### config.mk
export PLATFORM = sky130hd
export DESIGN_NAME = sample_capture_writer_flat
export DESIGN_NICKNAME = d
export VERILOG_FILES = /design/src/rtl/sample_capture_writer_if.sv /design/src/rtl/sample_capture_writer.sv /design/src/flat_wrapper.sv
export SDC_FILE = /design/constraint.sdc
export NUM_CORES = 1
export LEC_CHECK = 0
export ABC_CLOCK_PERIOD_IN_PS = 2200
export CORE_UTILIZATION = 40
export DETAILED_ROUTE_END_ITERATION = 10
export GPL_TIMING_DRIVEN = 1
export PLACE_DENSITY_LB_ADDON = 0.3
export SKIP_LAST_GASP = 1
export SLEW_MARGIN = 20
export SYNTH_ARGS = -nofsm -noshare
export SYNTH_HDL_FRONTEND = slang
export SYNTH_SLANG_ARGS = --single-unit
### constraint.sdc
create_clock -name clk -period 2.2 [get_ports clk]
set_clock_uncertainty 0.05 [all_clocks]
set_input_delay 0.33 -clock clk [delete_from_list [all_inputs] [get_ports clk]]
set_output_delay 0.33 -clock clk [all_outputs]
set_load 0.02 [all_outputs]
### src/rtl/sample_capture_writer_if.sv
// Sample stream + RAM port A bundle for sample_capture_writer.
// master: sample source / observer side; slave: the writer.
interface sample_capture_writer_if #(
  parameter int RAM_WIDTH = 8,
  parameter int ADDR_W    = 10
);
  logic [RAM_WIDTH-1:0] s_data;
  logic                 s_valid;
  logic                 s_ready;
  logic [ADDR_W-1:0]    ram_addra;
  logic [RAM_WIDTH-1:0] ram_dina;
  logic                 ram_wea;
  logic                 ram_ena;

  modport master (
    output s_data,
    output s_valid,
    input  s_ready,
    input  ram_addra,
    input  ram_dina,
    input  ram_wea,
    input  ram_ena
  );

  modport slave (
    input  s_data,
    input  s_valid,
    output s_ready,
    output ram_addra,
    output ram_dina,
    output ram_wea,
    output ram_ena
  );
endinterface

### src/rtl/sample_capture_writer.sv
// Captures a valid/ready sample stream into RAM port A at sequential
// addresses, with optional rising-level trigger and single-shot/wrap mode.
// Ports: clk, rst (sync, active-high), start/stop pulses, trig_en,
// trig_level, bus (stream in + RAM port A out), busy, done, wr_count.
module sample_capture_writer #(
  parameter int RAM_WIDTH = 8,
  parameter int RAM_DEPTH = 1024,
  parameter int ADDR_W    = 10,
  parameter int WRAP_MODE = 0
) (
  input  logic                 clk,
  input  logic                 rst,
  input  logic                 start,
  input  logic                 stop,
  input  logic                 trig_en,
  input  logic [RAM_WIDTH-1:0] trig_level,
  sample_capture_writer_if.slave bus,
  output logic                 busy,
  output logic                 done,
  output logic [ADDR_W:0]      wr_count
);

  typedef enum logic [1:0] {
    S_IDLE,
    S_ARMED,
    S_CAP,
    S_DONE
  } state_t;

  localparam logic [ADDR_W-1:0] LAST =
    ADDR_W'(RAM_DEPTH - 1);
  localparam logic [ADDR_W:0] FULL =
    (ADDR_W + 1)'(RAM_DEPTH);

  state_t               state_q;
  logic [ADDR_W-1:0]    addr_q;
  logic [ADDR_W-1:0]    addra_q;
  logic [RAM_WIDTH-1:0] dina_q;
  logic [RAM_WIDTH-1:0] prev_q;
  logic                 prev_vld_q;
  logic                 wea_q;
  logic                 rdy_q;
  logic                 busy_q;
  logic                 done_q;
  logic [ADDR_W:0]      cnt_q;

  logic                 accept;
  logic                 trig_hit;
  logic                 last_wr;
  logic [ADDR_W:0]      cnt_d;
  logic [ADDR_W-1:0]    addr_d;

  assign accept = bus.s_valid & rdy_q;

  // Rising crossing needs a previous sample in this arming.
  assign trig_hit = prev_vld_q
                  && (prev_q < trig_level)
                  && (bus.s_data >= trig_level);

  // Only single-shot mode stops at the top address.
  assign last_wr = (WRAP_MODE == 0) && (addr_q == LAST);

  assign cnt_d  = (cnt_q == FULL) ? cnt_q : cnt_q + 1'b1;
  assign addr_d = addr_q + 1'b1;

  always_ff @(posedge clk) begin
    if (rst) begin
      state_q    <= S_IDLE;
      addr_q     <= '0;
      addra_q    <= '0;
      dina_q     <= '0;
      prev_q     <= '0;
      prev_vld_q <= 1'b0;
      wea_q      <= 1'b0;
      rdy_q      <= 1'b0;
      busy_q     <= 1'b0;
      done_q     <= 1'b0;
      cnt_q      <= '0;
    end else begin
      wea_q <= 1'b0;
      unique case (state_q)
        S_IDLE, S_DONE: begin
          // start beats a simultaneous stop here
          if (start) begin
            addr_q     <= '0;
            cnt_q      <= '0;
            prev_vld_q <= 1'b0;
            done_q     <= 1'b0;
            busy_q     <= 1'b1;
            rdy_q      <= 1'b1;
            state_q    <= trig_en ? S_ARMED : S_CAP;
          end
        end
        S_ARMED: begin
          if (stop) begin
            state_q <= S_IDLE;
            busy_q  <= 1'b0;
            rdy_q   <= 1'b0;
            done_q  <= 1'b0;
            cnt_q   <= '0;
          end else if (accept) begin
            if (trig_hit) begin
              addra_q <= addr_q;
              dina_q  <= bus.s_data;
              wea_q   <= 1'b1;
              addr_q  <= addr_d;
              cnt_q   <= cnt_d;
              state_q <= S_CAP;
            end else begin
              prev_q     <= bus.s_data;
              prev_vld_q <= 1'b1;
            end
          end
        end
        S_CAP: begin
          if (accept) begin
            addra_q <= addr_q;
            dina_q  <= bus.s_data;
            wea_q   <= 1'b1;
            addr_q  <= addr_d;
            cnt_q   <= cnt_d;
          end
          // ready drops on the same edge so nothing more is taken
          if (stop || (accept && last_wr)) begin
            state_q <= S_DONE;
            done_q  <= 1'b1;
            busy_q  <= 1'b0;
            rdy_q   <= 1'b0;
          end
        end
        default: state_q <= S_IDLE;
      endcase
    end
  end

  assign bus.s_ready   = rdy_q;
  assign bus.ram_addra = addra_q;
  assign bus.ram_dina  = dina_q;
  assign bus.ram_wea   = wea_q;
  assign bus.ram_ena   = wea_q;
  assign busy          = busy_q;
  assign done          = done_q;
  assign wr_count      = cnt_q;

endmodule
### src/flat_wrapper.sv
// flat-port wrapper written by rule: the top's interface ports become plain ports
module sample_capture_writer_flat 
#(
  parameter int RAM_WIDTH = 8,
  parameter int RAM_DEPTH = 1024,
  parameter int ADDR_W    = 10,
  parameter int WRAP_MODE = 0
)
  (clk, rst, start, stop, trig_en, trig_level, busy, done, wr_count, bus_s_data, bus_s_valid, bus_s_ready, bus_ram_addra, bus_ram_dina, bus_ram_wea, bus_ram_ena);
  sample_capture_writer_if #(.RAM_WIDTH(RAM_WIDTH), .ADDR_W(ADDR_W)) bus_i ();
  input  logic clk;
  input  logic rst;
  input  logic start;
  input  logic stop;
  input  logic trig_en;
  input  logic [RAM_WIDTH-1:0] trig_level;
  output logic busy;
  output logic done;
  output logic [ADDR_W:0] wr_count;
  input wire logic [$bits(bus_i.s_data)-1:0] bus_s_data;
  input wire logic [$bits(bus_i.s_valid)-1:0] bus_s_valid;
  output wire logic [$bits(bus_i.s_ready)-1:0] bus_s_ready;
  output wire logic [$bits(bus_i.ram_addra)-1:0] bus_ram_addra;
  output wire logic [$bits(bus_i.ram_dina)-1:0] bus_ram_dina;
  output wire logic [$bits(bus_i.ram_wea)-1:0] bus_ram_wea;
  output wire logic [$bits(bus_i.ram_ena)-1:0] bus_ram_ena;
  assign bus_i.s_data = bus_s_data;
  assign bus_i.s_valid = bus_s_valid;
  assign bus_s_ready = bus_i.s_ready;
  assign bus_ram_addra = bus_i.ram_addra;
  assign bus_ram_dina = bus_i.ram_dina;
  assign bus_ram_wea = bus_i.ram_wea;
  assign bus_ram_ena = bus_i.ram_ena;
  sample_capture_writer #(.RAM_WIDTH(RAM_WIDTH), .RAM_DEPTH(RAM_DEPTH), .ADDR_W(ADDR_W), .WRAP_MODE(WRAP_MODE)) u_core (.clk(clk), .rst(rst), .start(start), .stop(stop), .trig_en(trig_en), .trig_level(trig_level), .bus(bus_i), .busy(busy), .done(done), .wr_count(wr_count));
endmodule
==> summary.txt, run 1 <==
Yosys
  – Syn avg cell area: 8.31 sq um
  – Mapped Area: 2890 sq um
  – Yosys Warn Count: 0
  – Post-synth EDFFs: 0
  – Syn_nets: 389
  – Async set-or-reset flop fraction in the synthesized netlist: 0
  – Syn Inst Count: 347
  – Synth Flop Type: dfxtp_1
  – Synthesized flop and latch total: 53
  – Seq/Total Area, Yosys: 0.368
  – Count of different cell masters after synthesis: 50

Critical path
  – Worst Path Buf+Inv: 2
  – Critical path origin: u_core.prev_q[2]$_SDFFE_PP0P_
  – CP Capture Type: flip-flop
  – CP max stage cell: dfxtp_2
  – Crit path required time: 2360 ps
  – Critical path type: reg -> reg
  – Reg2reg start: u_core.prev_q[2]$_SDFFE_PP0P_
  – Delay-heaviest family, CP: compound AO/OA/AOI/OAI gates
  – Critical Path Max Stage Delay: roughly 370 ps
  – Flop2flop setup slack: -110 ps
  – CP Launch Type: flip-flop
  – Worst Setup EP: u_core.wr_count[9]$_SDFFE_PP0P_
  – Reg2reg end: u_core.wr_count[9]$_SDFFE_PP0P_
  – CP arrival: 2470 ps
  – R2R depth: 9
  – CP Cell Sequence: ha_4 -> a21o_1 -> a31oi_2 -> o21ai_2 -> buf_6 -> o31a_1 -> buf_4 -> o311a_1 -> a41o_1
  – Crit Path Max Fanout: 5
  – Worst path depth: 9

Power and ir drop
  – Peak supply drop: 0.456 mV
  – Leakage: roughly 1.7 nW
  – Comb pwr share: 0.595
  – P_int: around 0.0024 W
  – Switching Fraction: 0.430
  – Reg power frac: 0.267
  – Power Density: 934 nW/um^2
  – Switching power: 0.00181 W
  – Clock power share: 0.139

Cells and area
  – Antenna diodes: 0
  – Fin cells: 542
  – Commonest non-fill, non-tap cell in the layout: dfxtp_1
  – Layout cells sized above 1: 0.294
  – Synthesis-to-layout area growth: 56.6%
  – Most frequent cells in the layout: 49 x dfxtp_1, 41 x buf_4, 39 x clkdlybuf4s50_1
  – Fin util: 0.658
  – Layout Nets: about 490

Floorplan
  – Chip Height: 86.9 microns
  – Num ports: 56
  – Total die area: 7560 sq um
  – Row count: 30
  – Core area: 6870 sq um
  – Die width: 86.9 microns
  – Starting Density: 0.420

Global routing
  – First-pass GRT wire length: about 15 mm
  – Largest net degree at the start of global routing: 30
  – Number of global-route vias before repair: 3090
  – Gr usage total: 0.245
  – Initial antenna violation count: 0
  – Total gr overflow: 0

Clocking
  – CTS tree: built
  – Reg clk slew, reported paths: 100 ps
  – H-tree depth: 2
  – Root Buffer: clkbuf_8
  – Max clock buf depth: 2
  – Sink Count: 53
  – Cts bufs inserted: 5
  – Worst-Skew Late Latency: 310 ps

Routing
  – Iteration-0 DRC Markers: ~240
  – Post-route ant nets: 0
  – Drt drc: 0
  – DR pass1 iterations: 4
  – WL per Instance: around 16 microns
  – Routed wire length: 8.92 mm
  – Vias per cell: slightly below 6
  – Via Count: between 3000 and 4000

Timing
  – Slew @ Worst Pin: about 500 ps
  – Final slew viol count: 0
  – Setup violators final: 22
  – Final min period: 2310 ps
  – Post-route setup TNS: -698 ps
  – Fin. Hold Viols: 0
  – Worst slew margin: 0.665
  – Highest clock rate: 432 MHz
  – Final Cycle Share: 1.05
  – Worst setup margin: -113 ps
  – RSZ-0062 raised after global routing: yes
  – Hold_ws: 401 ps

Placement
  – Post-Place Setup Slack: -761 ps
  – GPL Wtd Cong: 0.859
  – Placed cells: 521
  – IO buf count: 55
  – Post-detail-place hpwl: around 5.8 mm

Flow run
  – Max-Cap Viols: 0

Status
  – Failing checks: negative setup slack
  – Status: finished with violations

Min path
  – Hold Path Class: in -> reg
worst reg2reg max path, stage by stage (launching register included):
cell     delay, ps
dfxtp_2        370
ha_4           210
a21o_1         170
a31oi_2        190
o21ai_2        100
buf_6          130
o31a_1         310
buf_4          170
o311a_1        330
a41o_1         200
sequential cells by signal, indices dropped and copies added, names as in the netlist:
register and flops:
u_core.bus.s_ready 1, u_core.done 1, u_core.bus.ram_addra 10, u_core.prev_q 8
u_core.bus.ram_ena 1, u_core.addr_q 10, u_core.wr_count 11, u_core.bus.ram_dina 8
u_core.state_q 2, u_core.prev_vld_q 1
power groups by stage:
stage               clock network, W  logic [W]  registers (W)
global placement                   0    0.00183        0.00114
CTS                         0.000605    0.00228        0.00112
global route                0.000642    0.00266        0.00114
finish                      0.000585    0.00251        0.00112
floorplan                          0   0.000951        0.00122
detailed placement                 0    0.00184        0.00114
cell usage after synthesis, types with 3 or more instances:
cell	count	area share
o311ai_0	6	0.018
o31ai_1	7	0.018
inv_1	13	0.017
nor2_1	18	0.023
nand2b_1	5	0.011
nand3_1	32	0.056
a211oi_1	3	0.0078
nand4_1	3	0.0065
nor2b_1	5	0.011
a31oi_1	10	0.022
a21oi_1	26	0.045
mux2i_1	10	0.035
ha_1	20	0.087
o21ai_0	39	0.068
clkbuf_1	15	0.020
or4_1	3	0.0078
nand2_1	19	0.025
dfxtp_1	53	0.37
and3_1	6	0.013
nor3_1	12	0.021
a21o_1	4	0.010
nor4_1	3	0.0065
what timing repair did:
action                                  in CTS  in global routing
pin swaps                                   43                 22
hold buffers                                 0                  0
setup buffers                                9                  1
cloned                                       4                  0
endpoints found under the setup margin      50                 51
resized for setup                           61                 38
worst min-delay path by stage:
stage | slack [ps] | depth (start not counted) | startpoint | endpoint
2_1_floorplan | 400 | 2 | u_core.prev_q[0]$_SDFFE_PP0P_ | u_core.prev_q[0]$_SDFFE_PP0P_
4_1_cts | 410 | 3 | bus_s_data[1] | u_core.bus.ram_dina[1]$_SDFFE_PP0P_
3_5_place_dp | 420 | 2 | u_core.bus.ram_dina[4]$_SDFFE_PP0P_ | u_core.bus.ram_dina[4]$_SDFFE_PP0P_
6_report | 400 | 4 | bus_s_data[3] | u_core.prev_q[3]$_SDFFE_PP0P_
5_1_grt | 410 | 4 | bus_s_data[3] | u_core.bus.ram_dina[3]$_SDFFE_PP0P_
3_3_place_gp | 410 | 2 | u_core.bus.ram_addra[3]$_SDFFE_PP0P_ | u_core.bus.ram_addra[3]$_SDFFE_PP0P_
final cells by class:
class / count / area [sq um]
clock buffers: 5 / 68.8
clock inverters: 3 / 26.3
fillers: 523 / 2350
inverters: 14 / 65.1
multi-input cells: 260 / 2060
flip-flops and latches: 53 / 1070
well taps: 96 / 120
repair buffers: 111 / 1110
logic make-up (layout without fill, tap and decap cells):
family | Yosys count | count (layout) | share of synthesized area
AOI/OAI and AO/OA | 114 | 114 | 0.251
adders and majority gates | 20 | 20 | 0.0867
buffers and inverters | 34 | 133 | 0.0503
DFF | 53 | 53 | 0.368
muxes | 11 | 11 | 0.0386
and+or+nand+nor | 115 | 115 | 0.206
per-layer routing:
| metal | up-vias | share of wire | track usage |
|---|---|---|---|
| li1 | 1508 | - | - |
| met1 | 1528 | 0.43 | 0.323 |
| met2 | 99 | 0.50 | 0.415 |
| met3 | 21 | 0.054 | 0.0341 |
| met4 | 0 | 0.020 | 0.0712 |
| met5 | - | 0 | 0 |
metrics by stage:
stage,cell area (sq um),power (W)
global route,4520,0.00444
finish,4520,0.00422
floorplan,2960,0.00217
detailed placement,3940,0.00298
CTS,4360,0.00400
global placement,3940,0.00297
No activity file was read; power rests on OpenSTA's default activity.
==> run 2: changes to the inputs <==
==> constraint.sdc (replaced) <==
create_clock -name clk -period 2.2 [get_ports clk]
set_clock_uncertainty 0.05 [all_clocks]
set_input_delay 0.33 -clock clk [delete_from_list [all_inputs] [get_ports clk]]
set_output_delay 0.33 -clock clk [all_outputs]
set_load 0.01 [all_outputs]
==> results of run 2 <==
The final DEF is identical to that of run 1. Status: finished with violations: negative setup slack.
Among the figures that moved: total power 0.00422 W -> 0.00416 W; worst IR drop on VDD 0.456 mV -> 0.452 mV
==> run 3: changes to the inputs <==
--- a/config.mk
+++ b/config.mk
@@ -6,12 +6,13 @@
 export NUM_CORES = 1
 export LEC_CHECK = 0
 export ABC_CLOCK_PERIOD_IN_PS = 2200
+export CORE_ASPECT_RATIO = 1.25
+export CORE_MARGIN = 2
 export CORE_UTILIZATION = 40
 export DETAILED_ROUTE_END_ITERATION = 10
 export GPL_TIMING_DRIVEN = 1
 export PLACE_DENSITY_LB_ADDON = 0.3
 export SKIP_LAST_GASP = 1
-export SLEW_MARGIN = 20
 export SYNTH_ARGS = -nofsm -noshare
 export SYNTH_HDL_FRONTEND = slang
 export SYNTH_SLANG_ARGS = --single-unit
==> summary.txt, run 3 (same netlist as run 1, synthesis figures left out) <==
Cells and area
  – Area occupied by multi-input gates: 2020 sq um (-1.9%)
  – Max FFs per register: 11 (unchanged)
  – Antenna diodes: 0 (unchanged)
  – Layout Nets: 491 (+0.82%)
  – Commonest non-fill, non-tap cell in the layout: dfxtp_1
  – Layout cells sized above 1: 0.278 (-0.0159)
  – Most frequent cells in the layout: 51 x dfxtp_1, 45 x buf_4, 39 x clkdlybuf4s50_1
  – Synthesis-to-layout area growth: 54.4%
  – Filler Cell Count: 583 (+11%)
  – Register area: 1060 sq um (-0.23%)

Timing
  – Setup violators final: 6 (-73%)
  – Final slew viol count: 0 (unchanged)
  – Slew @ Worst Pin: 419 ps (-79.2 ps)
  – Final min period: 2310 ps (-6.22 ps)
  – Highest clock rate: 434 MHz (+0.27%)
  – Worst slew margin: 0.720 (+0.0550)
  – RSZ-0062 raised after global routing: yes
  – Post-route setup TNS: -275 ps (+424 ps)
  – Worst setup margin: -107 ps (+6.22 ps)
  – Final Cycle Share: 1.05 (-0.00283)
  – Fin. Hold Viols: 0 (unchanged)

Critical path
  – Critical Path Max Stage Delay: 550 ps (+180 ps)
  – Critical path origin: u_core.prev_q[2]$_SDFFE_PP0P_
  – Worst Setup EP: u_core.addr_q[4]$_SDFFE_PP0P_
  – R2R depth: 7 (-2)
  – Flop2flop setup slack: -110 ps (about the same)
  – CP Launch Type: flip-flop
  – CP max stage cell: or4_1
  – Crit Path Max Fanout: 5 (unchanged)
  – CP arrival: 2500 ps (+30 ps)
  – CP Cell Sequence: ha_4 -> a21o_1 -> a31oi_2 -> o21ai_2 -> o41a_1 -> or4_1 -> a31oi_1
  – Crit path required time: 2400 ps (+40 ps)
  – CP Capture Type: flip-flop
  – Reg2reg start: u_core.prev_q[2]$_SDFFE_PP0P_
  – Critical path type: reg -> reg
  – Reg2reg end: u_core.addr_q[4]$_SDFFE_PP0P_

Status
  – Failing checks: negative setup slack
  – Status: finished with violations

Power and ir drop
  – Peak supply drop: roughly 0.56 mV
  – Leakage: 1.73 nW (+0.84%)
  – Power Total: between 0.004 and 0.005 W
  – Power Density: between 900 and 1000 nW/um^2

Routing
  – Vias per cell: 5.88 (+1.0%)
  – Drt drc: 0 (unchanged)
  – WL per Instance: 17.0 microns (+3.1%)
  – Post-route ant nets: 0 (unchanged)
  – DR pass1 iterations: 6 (+2)
  – Routed wire length: 9.15 mm (+2.7%)
  – Iteration-0 DRC Markers: 137 (-42%)
  – Via Count: 3177 (+0.67%)

Floorplan
  – Row count: 34 (+13%)
  – Num ports: 56 (unchanged)
  – Core area: 6980 sq um (+1.6%)
  – Die width: 80.0 microns (-8.0%)
  – Starting Density: 0.414 (-0.00648)
  – Total die area: 7910 sq um (+4.7%)
  – Chip Height: 99.0 microns (+14%)

Global routing
  – Initial antenna violation count: 0 (unchanged)
  – Largest net degree at the start of global routing: 30 (unchanged)
  – Total gr overflow: 0 (unchanged)
  – First-pass GRT wire length: 14.4 mm (-2.1%)
  – Gr usage total: 0.226 (-0.0189)
  – Number of global-route vias before repair: 3108 (+0.58%)

Flow run
  – Max-Cap Viols: 0 (unchanged)

Clocking
  – Max clock buf depth: 2 (unchanged)
  – Cts bufs inserted: 5 (unchanged)
  – Worst-Skew Late Latency: 310 ps (about the same)
  – Sink Count: 53 (unchanged)
  – CTS tree: built
  – Reg clk slew, reported paths: 100 ps (about the same)
  – Root Buffer: clkbuf_8
  – H-tree depth: 2 (unchanged)

Placement
  – Post-detail-place hpwl: 6.00 mm (+3.6%)
  – GPL Wtd Cong: 0.903 (+5.1%)
  – IO buf count: 55 (unchanged)
  – Post-Place Setup Slack: -775 ps (-14.1 ps)

Min path
  – Hold Path Class: in -> reg
run 3: changes by cell type in the layout (fill, tap and decap cells not counted), sizes merged:
cell	delta
clkdlybuf4s15	+1
clkbuf	+2
clkinvlp	+1
buf	+2
dlymetal6s2s	+4
clkinv	-1
dlygate4sd2	-5
run 3: worst max-delay path: cells and delay by family, from the launching register on:
kind            cells  cell delay (ps)
compound gates      5             1080
flops               1              360
fa+ha+maj           1              200
simple gates        1              550
run 3: timing repair:
| item | in CTS | in global routing |
|---|---|---|
| buffers inserted | 7 | 5 |
| resized for setup | 44 | 51 |
| setup endpoints to repair | 50 | 50 |
| gates cloned | 0 | 2 |
| hold buffers | 0 | 0 |
| pin swaps | 22 | 28 |
run 3: final cells by class:
cell class,instances,area share
Timing Repair Buffer,115,0.248
Multi-Input combinational cell,260,0.453
Tap cell,90,0.0253
Inverter,14,0.0146
Clock inverter,3,0.00478
Sequential cell,53,0.239
Clock buffer,5,0.0154
run 3: worst min-delay path by stage:
stage / startpoint / endpoint / depth (start not counted)
final: bus_s_data[3] / u_core.prev_q[3]$_SDFFE_PP0P_ / 4
after global routing: bus_s_data[3] / u_core.prev_q[3]$_SDFFE_PP0P_ / 4
after CTS: u_core.bus.ram_addra[1]$_SDFFE_PP0P_ / u_core.bus.ram_addra[1]$_SDFFE_PP0P_ / 2
after detailed placement: u_core.bus.ram_addra[9]$_SDFFE_PP0P_ / u_core.bus.ram_addra[9]$_SDFFE_PP0P_ / 2
after global placement: u_core.bus.ram_addra[6]$_SDFFE_PP0P_ / u_core.bus.ram_addra[6]$_SDFFE_PP0P_ / 2
after floorplan: u_core.prev_q[0]$_SDFFE_PP0P_ / u_core.prev_q[0]$_SDFFE_PP0P_ / 2
run 3: stage by stage:
| stage | cells | hold WS (ps) | util | cell area (sq um) |
|---|---|---|---|---|
| floorplan | 347 | 404 | - | 2960 |
| global placement | 519 | 414 | 0.564 | 3940 |
| detailed placement | 519 | 418 | 0.564 | 3940 |
| CTS | 533 | 443 | 0.600 | 4190 |
| global route | 540 | 398 | 0.638 | 4450 |
| finish | 540 | 365 | 0.638 | 4450 |
run 3: routing by layer:
layer  global-route usage  part of all wire
met2                0.411              0.53
met4               0.0795             0.021
met3               0.0302             0.047
met1                0.267              0.40
met5                    0                 0
run 3: power by group:
| part | leakage [nW] | internal [W] | switching, W |
|---|---|---|---|
| Clock | 0.0445 | 0.000227 | 0.000349 |
| Sequential | 0.430 | 0.00106 | 0.0000574 |
| Combinational | 1.26 | 0.00107 | 0.00128 |
| Total | 1.73 | 0.00235 | 0.00169 |
